==> config.mk <==
export PLATFORM = sky130hd
export DESIGN_NAME = enum_name_decoder
export DESIGN_NICKNAME = d
export VERILOG_FILES = /design/src/rtl/enum_name_pkg.sv /design/src/rtl/enum_name_decoder.sv
export SDC_FILE = /design/constraint.sdc
export NUM_CORES = 1
export LEC_CHECK = 0
export ABC_AREA = 1
export CAP_MARGIN = 20
export CORE_MARGIN = 2
export CORE_UTILIZATION = 25
export CTS_CLUSTER_SIZE = 16
export DETAILED_ROUTE_END_ITERATION = 7
export PLACE_DENSITY = 0.5
export SLEW_MARGIN = 15
export SYNTH_ARGS = -nofsm -noshare
export SYNTH_HDL_FRONTEND = slang
export SYNTH_SLANG_ARGS = --single-unit
==> constraint.sdc <==
create_clock -name clk -period 1.7 [get_ports clk]
set_input_delay 0.425 -clock clk [delete_from_list [all_inputs] [get_ports clk]]
set_output_delay 0.425 -clock clk [all_outputs]
set_load 0.1 [all_outputs]
==> src/rtl/enum_name_pkg.sv <==
// Label table and shared types for the ASCII-name-to-my_t decoder.
package enum_name_pkg;

  localparam int NUM_LABELS = 2;
  localparam int NAME_BYTES = 8;

  typedef enum logic [31:0] {
    E01    = 32'h0000_0001,
    ELARGE = 32'h0000_f00d
  } my_t;

  localparam logic [NUM_LABELS-1:0][31:0] LABEL_VALUE = {32'(ELARGE), 32'(E01)};

  // Names are right-justified: the last character sits in the low byte.
  localparam logic [NUM_LABELS-1:0][NAME_BYTES*8-1:0] LABEL_NAME = {
    64'h0000_454c_4152_4745,
    64'h0000_0000_0045_3031
  };

  localparam logic [NUM_LABELS-1:0][3:0] LABEL_LEN = {4'd6, 4'd3};

  typedef logic [0:0] dec_state_t;
  localparam dec_state_t RECV = 1'b0;
  localparam dec_state_t RESP = 1'b1;

  // Character at position pos of a right-justified name of length len (pos < len).
  function automatic logic [7:0] label_char(input logic [NAME_BYTES*8-1:0] name,
                                            input logic [3:0] len,
                                            input logic [3:0] pos);
    logic [2:0] slot;
    slot = 3'(len - pos - 4'd1);
    return name[{slot, 3'b000} +: 8];
  endfunction

endpackage

==> src/rtl/enum_name_decoder.sv <==
// Streams an ASCII name byte by byte and returns the matching my_t value or "unknown".
// Optional feature macro: ENUM_NAME_DECODER_NEXT_EN adds out_next/out_prev.
module enum_name_decoder
  import enum_name_pkg::*;
#(
  parameter int MAX_LEN = 8,
  parameter int VAL_W   = 32
) (
  input  logic             clk,
  input  logic             rst_n,
  input  logic             in_valid,
  output logic             in_ready,
  input  logic [7:0]       in_data,
  input  logic             in_last,
  output logic             out_valid,
  input  logic             out_ready,
  output logic [VAL_W-1:0] out_value,
`ifdef ENUM_NAME_DECODER_NEXT_EN
  output logic [VAL_W-1:0] out_next,
  output logic [VAL_W-1:0] out_prev,
`endif
  output logic             out_known,
  output logic             out_index
);

  localparam int LW = $clog2(MAX_LEN + 1);
  localparam int IW = (NUM_LABELS > 1) ? $clog2(NUM_LABELS) : 1;

  dec_state_t              state_r;
  logic [NUM_LABELS-1:0]   cand_r;
  logic [LW-1:0]           len_r;
  logic                    overflow_r;
  logic                    out_valid_r;
  logic [VAL_W-1:0]        out_value_r;
  logic                    out_known_r;
  logic [IW-1:0]           out_index_r;

  logic [NUM_LABELS-1:0]   hit_s;
  logic [NUM_LABELS-1:0]   full_s;
  logic [NUM_LABELS-1:0]   match_s;
  logic                    accept_s;
  logic                    ovf_next_s;
  logic [VAL_W-1:0]        val_s;
  logic [IW-1:0]           idx_s;

  assign in_ready   = (state_r == RECV);
  assign accept_s   = in_valid && in_ready;
  assign ovf_next_s = overflow_r | (len_r == LW'(MAX_LEN));

  for (genvar g = 0; g < NUM_LABELS; g++) begin : g_cmp
    assign hit_s[g]  = (int'(len_r) < int'(LABEL_LEN[g])) &&
                       (in_data == label_char(LABEL_NAME[g], LABEL_LEN[g], 4'(len_r)));
    assign full_s[g] = ((int'(len_r) + 1) == int'(LABEL_LEN[g]));
  end

  assign match_s = cand_r & hit_s & full_s & {NUM_LABELS{!ovf_next_s}};

`ifdef ENUM_NAME_DECODER_NEXT_EN
  logic [VAL_W-1:0] next_s;
  logic [VAL_W-1:0] prev_s;
  logic [VAL_W-1:0] out_next_r;
  logic [VAL_W-1:0] out_prev_r;
  assign out_next = out_next_r;
  assign out_prev = out_prev_r;
`endif

  // Result lookup for the final beat; labels are unique so at most one match bit is set.
  always_comb begin
    val_s = '0;
    idx_s = '0;
`ifdef ENUM_NAME_DECODER_NEXT_EN
    next_s = '0;
    prev_s = '0;
`endif
    for (int i = 0; i < NUM_LABELS; i++) begin
      val_s = val_s | ({VAL_W{match_s[i]}} & VAL_W'(LABEL_VALUE[IW'(i)]));
      idx_s = idx_s | ({IW{match_s[i]}} & IW'(i));
`ifdef ENUM_NAME_DECODER_NEXT_EN
      next_s = next_s | ({VAL_W{match_s[i]}} &
                         VAL_W'(LABEL_VALUE[IW'((i + 1) % NUM_LABELS)]));
      prev_s = prev_s | ({VAL_W{match_s[i]}} &
                         VAL_W'(LABEL_VALUE[IW'((i + NUM_LABELS - 1) % NUM_LABELS)]));
`endif
    end
  end

  // Receive/response FSM with candidate tracking and registered result.
  always_ff @(posedge clk or negedge rst_n) begin
    if (!rst_n) begin
      state_r     <= RECV;
      cand_r      <= '1;
      len_r       <= '0;
      overflow_r  <= 1'b0;
      out_valid_r <= 1'b0;
      out_value_r <= '0;
      out_known_r <= 1'b0;
      out_index_r <= '0;
`ifdef ENUM_NAME_DECODER_NEXT_EN
      out_next_r  <= '0;
      out_prev_r  <= '0;
`endif
    end else begin
      case (state_r)
        RECV: begin
          if (accept_s && in_last) begin
            state_r     <= RESP;
            out_valid_r <= 1'b1;
            out_value_r <= val_s;
            out_known_r <= |match_s;
            out_index_r <= idx_s;
`ifdef ENUM_NAME_DECODER_NEXT_EN
            out_next_r  <= next_s;
            out_prev_r  <= prev_s;
`endif
            cand_r      <= '1;
            len_r       <= '0;
            overflow_r  <= 1'b0;
          end else if (accept_s) begin
            cand_r     <= cand_r & hit_s;
            overflow_r <= ovf_next_s;
            if (len_r == LW'(MAX_LEN)) begin
              len_r <= len_r;
            end else begin
              len_r <= len_r + LW'(1);
            end
          end else begin
            cand_r <= cand_r;
          end
        end
        RESP: begin
          if (out_ready) begin
            state_r     <= RECV;
            out_valid_r <= 1'b0;
          end else begin
            state_r <= RESP;
          end
        end
        default: begin
          state_r     <= RECV;
          out_valid_r <= 1'b0;
        end
      endcase
    end
  end

  assign out_valid = out_valid_r;
  assign out_value = out_value_r;
  assign out_known = out_known_r;
  assign out_index = out_index_r[0];

endmodule

; Word-level counts from Yosys, hierarchy flattened
; Index checks and enable logic that the tools add are counted.
[classes]
add_sub_neg = 6
bitwise = 5
n_eq_ne = 8
mul = 0
mux = 13
order_cmp = 2
n_div = 0
n_shift = 2
n_reduce_logical = 11
[op_table]
columns = operator, n
row1 = indexed part select 64 x 7 -> 8 bit (first input constant), 2
row2 = == test 32 x 3 -> 1 bit (second input constant), 1
row3 = == test 8 bit, 2
row4 = 2-to-1 mux 4 bit, 3
row5 = AND 2 bit, 3
row6 = 2-to-1 mux 1 bit, 6
row7 = AND reduction 2 bit, 3
row8 = subtractor 3 x 1 -> 3 bit (second input constant), 2
row9 = adder 4 x 1 -> 5 bit (second input constant), 1
row10 = == test 5 x 3 -> 1 bit (second input constant), 1
row11 = adder 4 x 1 -> 4 bit (second input constant), 1
row12 = == test 4 bit (second input constant), 1
row13 = logical AND 1 bit, 4
row14 = < comparator 4 x 2 -> 1 bit (second input constant), 1
row15 = < comparator 4 x 3 -> 1 bit (second input constant), 1
row16 = 2-to-1 mux 2 bit, 2
row17 = inequality test 2 x 1 -> 1 bit (second input constant), 2
row18 = case mux 1 bit (2 select lines), 2
row19 = AND reduction 3 bit, 1
row20 = subtractor 2 x 3 -> 3 bit (first input constant), 1
row21 = subtractor 3 bit (first input constant), 1
row22 = inequality test 2 bit (second input constant), 1
row23 = nonzero test 2 bit, 1
row24 = OR reduction 2 bit, 1
row25 = 3 further kinds, 3
[totals]
inputBits = 13
memories = 0
ram_bits = 0
word_cells = 55
register_bits = 12
latchBits = 0
output_inout_bits = 36
rom_bits = 0

; Longest topological paths before layout
; Gate-level depths: netlist of run 1.
[depth]
word_depth = 9
mapped_depth = 10

; Least setup slack after synthesis of run 1
; No wires, ideal clock.
[synth_path]
kind = flip-flop to flip-flop
startpoint = register state_r
endpoint = register len_r[0]
n_path_buf = 0
arrival_ns = 1.685
path_stages_with_launch = 7
t_required_ns = 1.568
path_slack_ns = -0.117
period_less_slack_ns = 1.817
path_cell_list = dfrtp_1 > inv_1 > nand2_1 > inv_1 > nand2_1 > nand3_1 > o21ai_0
[synth_via]
elab_chain_cells = 5
elab_cells_between_ends = 7
cone_classes = eq/ne (1) / mux (1) / bitwise (1) / reduce/logical (4)
[synth_lines]
columns = item, line_no
row1 = "start, declared", enum_name_decoder.sv:29  ; dec_state_t state_r;
row2 = "start signal, assigned", enum_name_decoder.sv:90  ; state_r <= RECV;
row3 = "start signal, assigned", enum_name_decoder.sv:106  ; state_r <= RESP;
row4 = "start signal, assigned", enum_name_decoder.sv:132  ; state_r <= RECV;
row5 = NOT 1 bit (no source line) (*), n/a
row6 = via in_ready, enum_name_decoder.sv:12  ; output logic in_ready,
row7 = logical AND 1 bit, enum_name_decoder.sv:47  ; assign accept_s = in_valid && in_ready;
row8 = logical AND 1 bit, enum_name_decoder.sv:105  ; if (accept_s && in_last) begin
row9 = inequality test 2 x 1 -> 1 bit (no source line) / nonzero test 2 bit (equally long branches), n/a
row10 = AND reduction 3 bit (no source line), n/a
row11 = "end signal, assigned", enum_name_decoder.sv:122  ; len_r <= len_r;
row12 = "end signal, assigned", enum_name_decoder.sv:124  ; len_r <= len_r + LW'(1);
row13 = "end, declared", enum_name_decoder.sv:31  ; logic [LW-1:0] len_r;
; Mark *: on every way through the listed nets, which the timed path passes. The rest lies on a longest branch.
; A chain may end at the register's enable or synchronous reset.

; Worst setup path after layout of run 1
[layout_path]
startpoint = register len_r[1]
endpoint = register cand_r[1]
[layout_via]
elab_chain_cells = 8
elab_cells_between_ends = 9
cone_classes = add/sub (2) / order compare (1) / eq/ne (1) / shift (1) / mux (2) / bitwise (1) / reduce/logical (1)
[layout_lines]
columns = item, line_no
row1 = subtractor 3 bit, enum_name_pkg.sv:31  ; slot = 3'(len - pos - 4'd1);
row2 = subtractor 3 x 1 -> 3 bit, enum_name_pkg.sv:31
row3 = indexed part select 64 x 7 -> 8 bit, enum_name_pkg.sv:32  ; return name[{slot, 3'b000} +: 8];
row4 = == test 8 bit, enum_name_decoder.sv:52  ; (in_data == label_char(LABEL_NAME[g], LABEL_LEN[g], 4'(len_r)));
row5 = logical AND 1 bit (*), enum_name_decoder.sv:51  ; assign hit_s[g] = (int'(len_r) < int'(LABEL_LEN[g])) &&
row6 = AND 2 bit (*), enum_name_decoder.sv:119  ; cand_r <= cand_r & hit_s;
row7 = 2-to-1 mux 2 bit (*), enum_name_decoder.sv:118  ; end else if (accept_s) begin
row8 = 2-to-1 mux 2 bit (*), enum_name_decoder.sv:105
row9 = "end signal, assigned", enum_name_decoder.sv:119
row10 = "end signal, assigned", enum_name_decoder.sv:127  ; cand_r <= cand_r;
row11 = "end, declared", enum_name_decoder.sv:30  ; logic [NUM_LABELS-1:0] cand_r;
; Every way passes the cells marked *; elsewhere a longest branch is shown, timed or not. The select of a mux whose other input is x is not followed.

==> results of run 1 <==
## logic make-up (layout without fill, tap and decap cells)
kind of cell	Yosys count	count (layout)	synth area share, %
AND/OR/NAND/NOR	83	83	30.4
buffers and inverters	53	53	28.1
flip-flops	12	12	26.9
AO/OA/AOI/OAI	11	11	4.90
adder cells (fa/ha/maj)	7	7	7.79
XOR/XNOR	2	2	1.56
other	1	31	0.334
## worst min path at each step
stage	from	endpoint	slack, ns	cells after the start
global placement	overflow_r	overflow_r	0.47	2
global route	rst_n	out_value[0]	0.51	2
floorplan	rst_n	len_r[0]	0.13	0
detailed placement	overflow_r	overflow_r	0.48	2
finish	rst_n	out_value[0]	0.48	2
CTS	rst_n	out_value[0]	0.48	2
## power breakdown
group          internal (µW)  switching (µW)  total (µW)
combinational            347             740        1090
clock                    205             107         312
sequential               340            42.9         383
total                    892             890        1780
## state kept, by name (all words and copies together) (netlist names)
signal      flops
cand_r          2
len_r           4
out_index       1
out_known       1
out_valid       1
out_value       1
overflow_r      1
state_r         1
## through the flow
stage	setup TNS, ns	utilization (%)	cells	area, µm²	power, µW
after global placement	-0.00695	31.2	246	1360	1470
final	0	32.8	251	1430	1780
after global routing	0	32.8	251	1430	1910
after floorplan	0	-	199	1240	1200
after CTS	0	32.5	250	1420	1790
after detailed placement	-0.0828	31.2	246	1360	1460
## cell usage in the layout, fill, tap and decap left out
cell type / instances
dfstp_2: 2
xnor2_1: 1
nor2_2: 2
a21oi_1: 5
inv_2: 2
ha_1: 6
o21ai_0: 6
conb_1: 31
nand2_1: 41
buf_12: 5
buf_4: 10
clkdlybuf4s50_1: 12
nor2_1: 22
nor3_1: 1
dfrtp_2: 1
clkinvlp_4: 1
nand3_2: 1
clkbuf_8: 4
dfrtp_1: 9
nand3_1: 16
inv_1: 19
xor2_1: 1
ha_2: 1
## layout make-up
class	count	area [µm²]
Timing Repair Buffer	27	295
Multi-Input combinational cell	134	623
Sequential cell	12	304
Inverter	22	86.3
Fill cell	475	2930
Clock buffer	4	55.1
Tap cell	52	65.1
## metal layers
layer,GRT usage [%],share of wire [%]
met5,0,0
met3,1.14,4.7
met4,5.03,2.1
met1,13.3,48
met2,15.5,45
## repair_timing
action,4_1_cts,5_1_grt
setup endpoints to repair,0,3
resized for setup,0,3
setup buffers,0,1
==> key figures, run 1 <==
Status
  • Status: finished clean

STA
  • Max Slew Vio Count: 0
  • Worst hold margin: 0.477 ns
  • Final min period: ~1.5 ns
  • Setup Viol. Count Final: 0
  • RSZ-0062 raised after global routing: false
  • Max Fclk: 0.662 GHz
  • Tcrit/Tclk final: 88.9%
  • Final hold vios: 0
  • Final WS setup: 0.189 ns
  • Post-route clock skew: just over 0.003 ns

Clock network
  • H-Tree Depth: 1
  • Worst skew pair latency: 0.24 ns
  • Cts hold-fix bufs: 0
  • Clk root buf: clkbuf_8
  • TritonCTS sink count: 12
  • TritonCTS Buffers: 3
  • CTS clock-pin slew for the worst setup and hold paths: 0.05 ns
  • Max clock buf depth: 2
  • CTS tree: yes

Floorplanning
  • I/O pins: 49
  • Rows: 24
  • Die X: 71.0 µm
  • Die Ht: 71.0 µm
  • Starting Density: between 20% and 30%
  • Core area: between 4000 and 5000 µm²
  • Die area: ~5000 µm²

Yosys
  • Post-synth top area share: 22.3%
  • Mapped Avg Cell Area: 6.65 µm²
  • Post-Synthesis Cells: 169
  • Synth Cell Area: 1120 µm²
  • Leading area contributor after synthesis: dfrtp_1
  • Post-synth ARST share: between 90% and 100%
  • Seq/Total Area, Yosys: 26.9%
  • Post-synth EDFFs: 0
  • Count leader, synth: nand2_1
  • Ys Warns: 0
  • Dominant synthesized flop cell: dfrtp_1
  • Post-synthesis register bit count: 12
  • Most instantiated cells after synthesis: nand2_1, buf_4, nor2_1
  • Yosys cell types: 17
  • Synth area leaders: dfrtp_1, buf_4, nand2_1, ha_1, nor2_1

Placed design
  • GP Congestion: between 0.7 and 0.8
  • DPL Wire Length: 1940 µm
  • Pre-CTS WS: -0.0432 ns
  • PortBufs: 17

Detailed routing
  • Drt drc: 0
  • Final WL: 2320 µm
  • Vias per cell: 3.99
  • Pre-Repair DR Iteration Count: 4
  • First DRT Iteration DRCs: 44
  • WL/cell: 9.25 µm
  • DR vias: 1001
  • Antenna Nets Post-Route: 0

Critical path
  • Max FO, Critical Path: 5
  • Bufs and invs on worst path: 1
  • Worst r2r src: len_r[1]
  • CP Depth: 8
  • CP delay by family, top: flip-flops
  • Startpoint types: register
  • CP Capture Type: register
  • Crit path launch: len_r[1]
  • Worst r2r path cells: 8
  • RR Endpoint: cand_r[1]
  • Critical Path RT: 1.87 ns
  • Slowest CP cell: dfrtp_2
  • Crit path to: cand_r[1]
  • FF-to-FF setup slack: approximately 0.19 ns
  • Most frequent CP cell: nand2_1
  • Worst Path Arrival: 1.68 ns
  • Cell Chain, Critical Path: ha_1 -> inv_1 -> nand2_1 -> nand2_1 -> nand3_1 -> nor2_1 -> nand2_1 -> a21oi_1
  • Crit-path max cell delay: 0.44 ns
  • Critical path class: reg -> reg

Power
  • Peak supply drop: 615 µV
  • Pwr per Cell Area: ~1200 nW/µm²
  • P_leak: 0.000772 µW

Global routing
  • Number of global-route vias before repair: 912
  • First-pass GRT wire length: just under 4000 µm
  • Largest net degree at the start of global routing: 13
  • Initial antenna violation count: 0
  • Total gr overflow: 0
  • Gr usage total: 9.84%

Run
  • MaxCap Viol Count: 0

Final layout
  • Ratio of cells with drive above 1 in the final layout: 14.6%
  • Diode count: 0
  • P&R area growth vs syn: 27.2%
  • Final nets: 220

Hold path
  • Worst hold path class: in -> async
No activity file was read; power rests on OpenSTA's default activity.
==> run 2: changes to the inputs <==
--- a/config.mk
+++ b/config.mk
@@ -12,6 +12,7 @@
 export CTS_CLUSTER_SIZE = 16
 export DETAILED_ROUTE_END_ITERATION = 7
 export PLACE_DENSITY = 0.5
+export SKIP_CTS_REPAIR_TIMING = 1
 export SLEW_MARGIN = 15
 export SYNTH_ARGS = -nofsm -noshare
 export SYNTH_HDL_FRONTEND = slang
==> results of run 2 <==
Same layout as run 1: the final DEF is identical, and so are final timing and power.
==> run 3: changes to the inputs <==
--- a/config.mk
+++ b/config.mk
@@ -5,7 +5,7 @@
 export SDC_FILE = /design/constraint.sdc
 export NUM_CORES = 1
 export LEC_CHECK = 0
-export ABC_AREA = 1
+export ABC_CLOCK_PERIOD_IN_PS = 1700
 export CAP_MARGIN = 20
 export CORE_MARGIN = 2
 export CORE_UTILIZATION = 25
@@ -13,7 +13,6 @@
 export DETAILED_ROUTE_END_ITERATION = 7
 export PLACE_DENSITY = 0.5
 export SKIP_CTS_REPAIR_TIMING = 1
-export SLEW_MARGIN = 15
 export SYNTH_ARGS = -nofsm -noshare
 export SYNTH_HDL_FRONTEND = slang
 export SYNTH_SLANG_ARGS = --single-unit
==> key figures, run 3 <==
Status
  • Status: complete, but fails checks
  • Failing checks: negative setup slack

Critical path
  • Startpoint types: register
  • CP Capture Type: register
  • Max FO, Critical Path: 7 (+2)
  • Worst Path Arrival: 2.02 ns (+0.34 ns)
  • Critical Path RT: 1.87 ns (about the same)
  • Critical path class: reg -> reg
  • Worst r2r path cells: 6 (-2)

Detailed routing
  • Vias per cell: 4.29 (+7.5%)
  • Pre-Repair DR Iteration Count: 4 (unchanged)
  • First DRT Iteration DRCs: 53 (+20%)
  • DR vias: 969 (-3.2%)
  • Final WL: 2620 µm (+13%)
  • Antenna Nets Post-Route: 0 (unchanged)
  • WL/cell: 11.6 µm (+25%)
  • Drt drc: 0 (unchanged)

Final layout
  • Max reg flops: 4 (unchanged)
  • Largest register by flop count: len_r
  • Diode count: 0 (unchanged)
  • Final Core Density: 36.3% (+3.5 points)
  • Most common cell after layout, fill and taps aside: conb_1
  • P&R area growth vs syn: 41.1%
  • Final nets: 195 (-11%)
  • Ratio of cells with drive above 1 in the final layout: 29.3% (+15 points)
  • Finished Layout Cells: 226 (-10%)
  • Regs by FF count: len_r: 4 flops, cand_r: 2 flops
  • Most frequent cells in the layout: conb_1, buf_4, nand2_1

STA
  • RSZ-0062 raised after global routing: true
  • Worst hold margin: 0.454 ns (-0.0237 ns)
  • Setup Viol. Count Final: 5 (+5)
  • Post-route clock skew: 0.000318 ns (-0.00270 ns)
  • Final min period: 1.85 ns (+0.338 ns)
  • Max Slew Vio Count: 0 (unchanged)
  • Worst-margin pin slew: 0.561 ns
  • Final WS setup: -0.149 ns (-0.338 ns)
  • Setup_tns: -0.609 ns (-0.609 ns)
  • Final hold vios: 0 (unchanged)
  • Tcrit/Tclk final: 109% (+20 points)
  • Relative slew slack: 62.5%
  • Max Fclk: 0.541 GHz (-18%)

Yosys
  • Post-synthesis register bit count: 12 (unchanged)
  • Dominant synthesized flop cell: dfrtp_1
  • Post-synth ARST share: 100% (unchanged)
  • Count leader, synth: buf_4
  • Most instantiated cells after synthesis: buf_4, nand2_1, dfrtp_1
  • Synth area leaders: dfrtp_1, buf_4, ha_1, nand2_1, dfstp_2
  • Ys Warns: 0 (unchanged)
  • Yosys cell types: 36 (+19)
  • Post-synth EDFFs: 0 (unchanged)
  • Post-Synthesis Cells: 134 (-21%)
  • Leading area contributor after synthesis: dfrtp_1
  • Mapped Avg Cell Area: 8.24 µm² (+24%)
  • Post-synth top area share: 22.7% (+0.38 points)
  • Synth Cell Area: 1100 µm² (-1.7%)
  • Seq/Total Area, Yosys: 27.4% (+0.46 points)

Clock network
  • CTS tree: yes
  • H-Tree Depth: 1 (unchanged)
  • TritonCTS sink count: 12 (unchanged)
  • TritonCTS Buffers: 3 (unchanged)
  • Worst skew pair latency: 0.24 ns (about the same)
  • Clk root buf: clkbuf_8
  • CTS clock-pin slew for the worst setup and hold paths: 0.05 ns (about the same)
  • Max clock buf depth: 2 (unchanged)

Placed design
  • Pre-CTS WS: -0.372 ns (-0.328 ns)
  • PortBufs: 17 (unchanged)
  • Placed Instances: 221 (-10%)
  • GP Congestion: 0.784 (+2.0%)
  • DPL Wire Length: 2080 µm (+7.3%)

Floorplanning
  • Core area: 4290 µm² (-1.4%)
  • Rows: 24 (unchanged)
  • Die Ht: 70.5 µm (-0.80%)
  • Die area: 4970 µm² (-1.6%)
  • Starting Density: 25.7% (-0.076 points)
  • Die X: 70.5 µm (-0.80%)
  • I/O pins: 49 (unchanged)

Power
  • Sw frac: 48.8% (-1.2 points)
  • Flop pwr share: 24.7% (+3.2 points)
  • P_leak: 0.000705 µW (-8.7%)
  • Logic pwr share: 57.1% (-3.9 points)
  • Pwr per Cell Area: 954 nW/µm² (-24%)
  • Clk pwr share: 18.2% (+0.7 points)
  • Peak supply drop: 354 µV (-42%)
  • Switching pwr: 725 µW (-19%)
  • P_int: 762 µW (-15%)

Global routing
  • First-pass GRT wire length: 4420 µm (+13%)
  • Initial antenna violation count: 0 (unchanged)
  • Gr usage total: 11.1% (+1.3 points)
  • Largest net degree at the start of global routing: 13 (unchanged)
  • Total gr overflow: 0 (unchanged)
  • Number of global-route vias before repair: 971 (+6.5%)

Run
  • MaxCap Viol Count: 0 (unchanged)

Hold path
  • Worst hold path class: reg -> reg
  • Hold Path Cell Cnt: 2
[run 3: cell types whose count changed after synthesis, moves of 3 or more]
cell and change:
nor2_1 -19, nand2b_1 +4, o21ai_0 +3, nand3_1 -11, nand2_1 -22, inv_1 -14
[run 3: worst max-delay path, stage by stage, from the launching register on]
cell and delay [ns]:
dfrtp_2 0.48, ha_4 0.18, xor2_1 0.15, or4_4 0.44
a221oi_4 0.33, a32oi_1 0.08, o21ai_1 0.12
[run 3: final cells by class]
| type | instances | area [µm²] |
|---|---|---|
| clock buffers | 4 | 45.0 |
| fillers | 454 | 2740 |
| inverters | 6 | 26.3 |
| multi-input cells | 113 | 732 |
| flip-flops and latches | 12 | 305 |
| well taps | 52 | 65.1 |
| repair buffers | 39 | 385 |
[run 3: cell families after synthesis]
logic type | count (synthesis) | share of synthesized area, %
buffers and inverters | 39 | 24.0
other | 1 | 0.339
AND/OR/NAND/NOR | 44 | 20.4
XOR/XNOR | 4 | 3.17
flip-flops | 12 | 27.4
adder cells (fa/ha/maj) | 7 | 7.93
multiplexers | 1 | 0.906
AO/OA/AOI/OAI | 26 | 15.9
[run 3: layer usage]
layer  vias to the layer above  share of wire (%)  GRT usage (%)
met5                         -                  0              0
met4                         0                1.6           4.91
met3                         4                5.5           2.16
met2                        34                 48           17.4
met1                       454                 45           14.7
li1                        477                  -              -
[run 3: path summary, 6_finish.rpt]
path	from	endpoint	slack, ns
max	len_r[1]	out_known	-0.15
min in group asynchronous	rst_n	out_valid	0.55
max reg2reg	len_r[1]	out_known	-0.15
min reg2reg	cand_r[0]	cand_r[0]	0.45
min	cand_r[0]	cand_r[0]	0.45
max in group asynchronous	rst_n	len_r[0]	0.75
[run 3: metrics by stage]
step,area (µm²),power (µW)
floorplan,1240,987
global placement,1440,1150
detailed placement,1440,1160
CTS,1490,1450
global route,1560,1580
finish,1560,1490
[run 3: power groups by stage]
| stage | combinational [µW] | sequential [µW] | clock (µW) |
|---|---|---|---|
| 6_report | 849 | 367 | 271 |
| 5_1_grt | 913 | 375 | 294 |
| 4_1_cts | 796 | 365 | 285 |
| 3_5_place_dp | 793 | 370 | 0 |
| 3_3_place_gp | 785 | 370 | 0 |
| 2_1_floorplan | 582 | 405 | 0 |
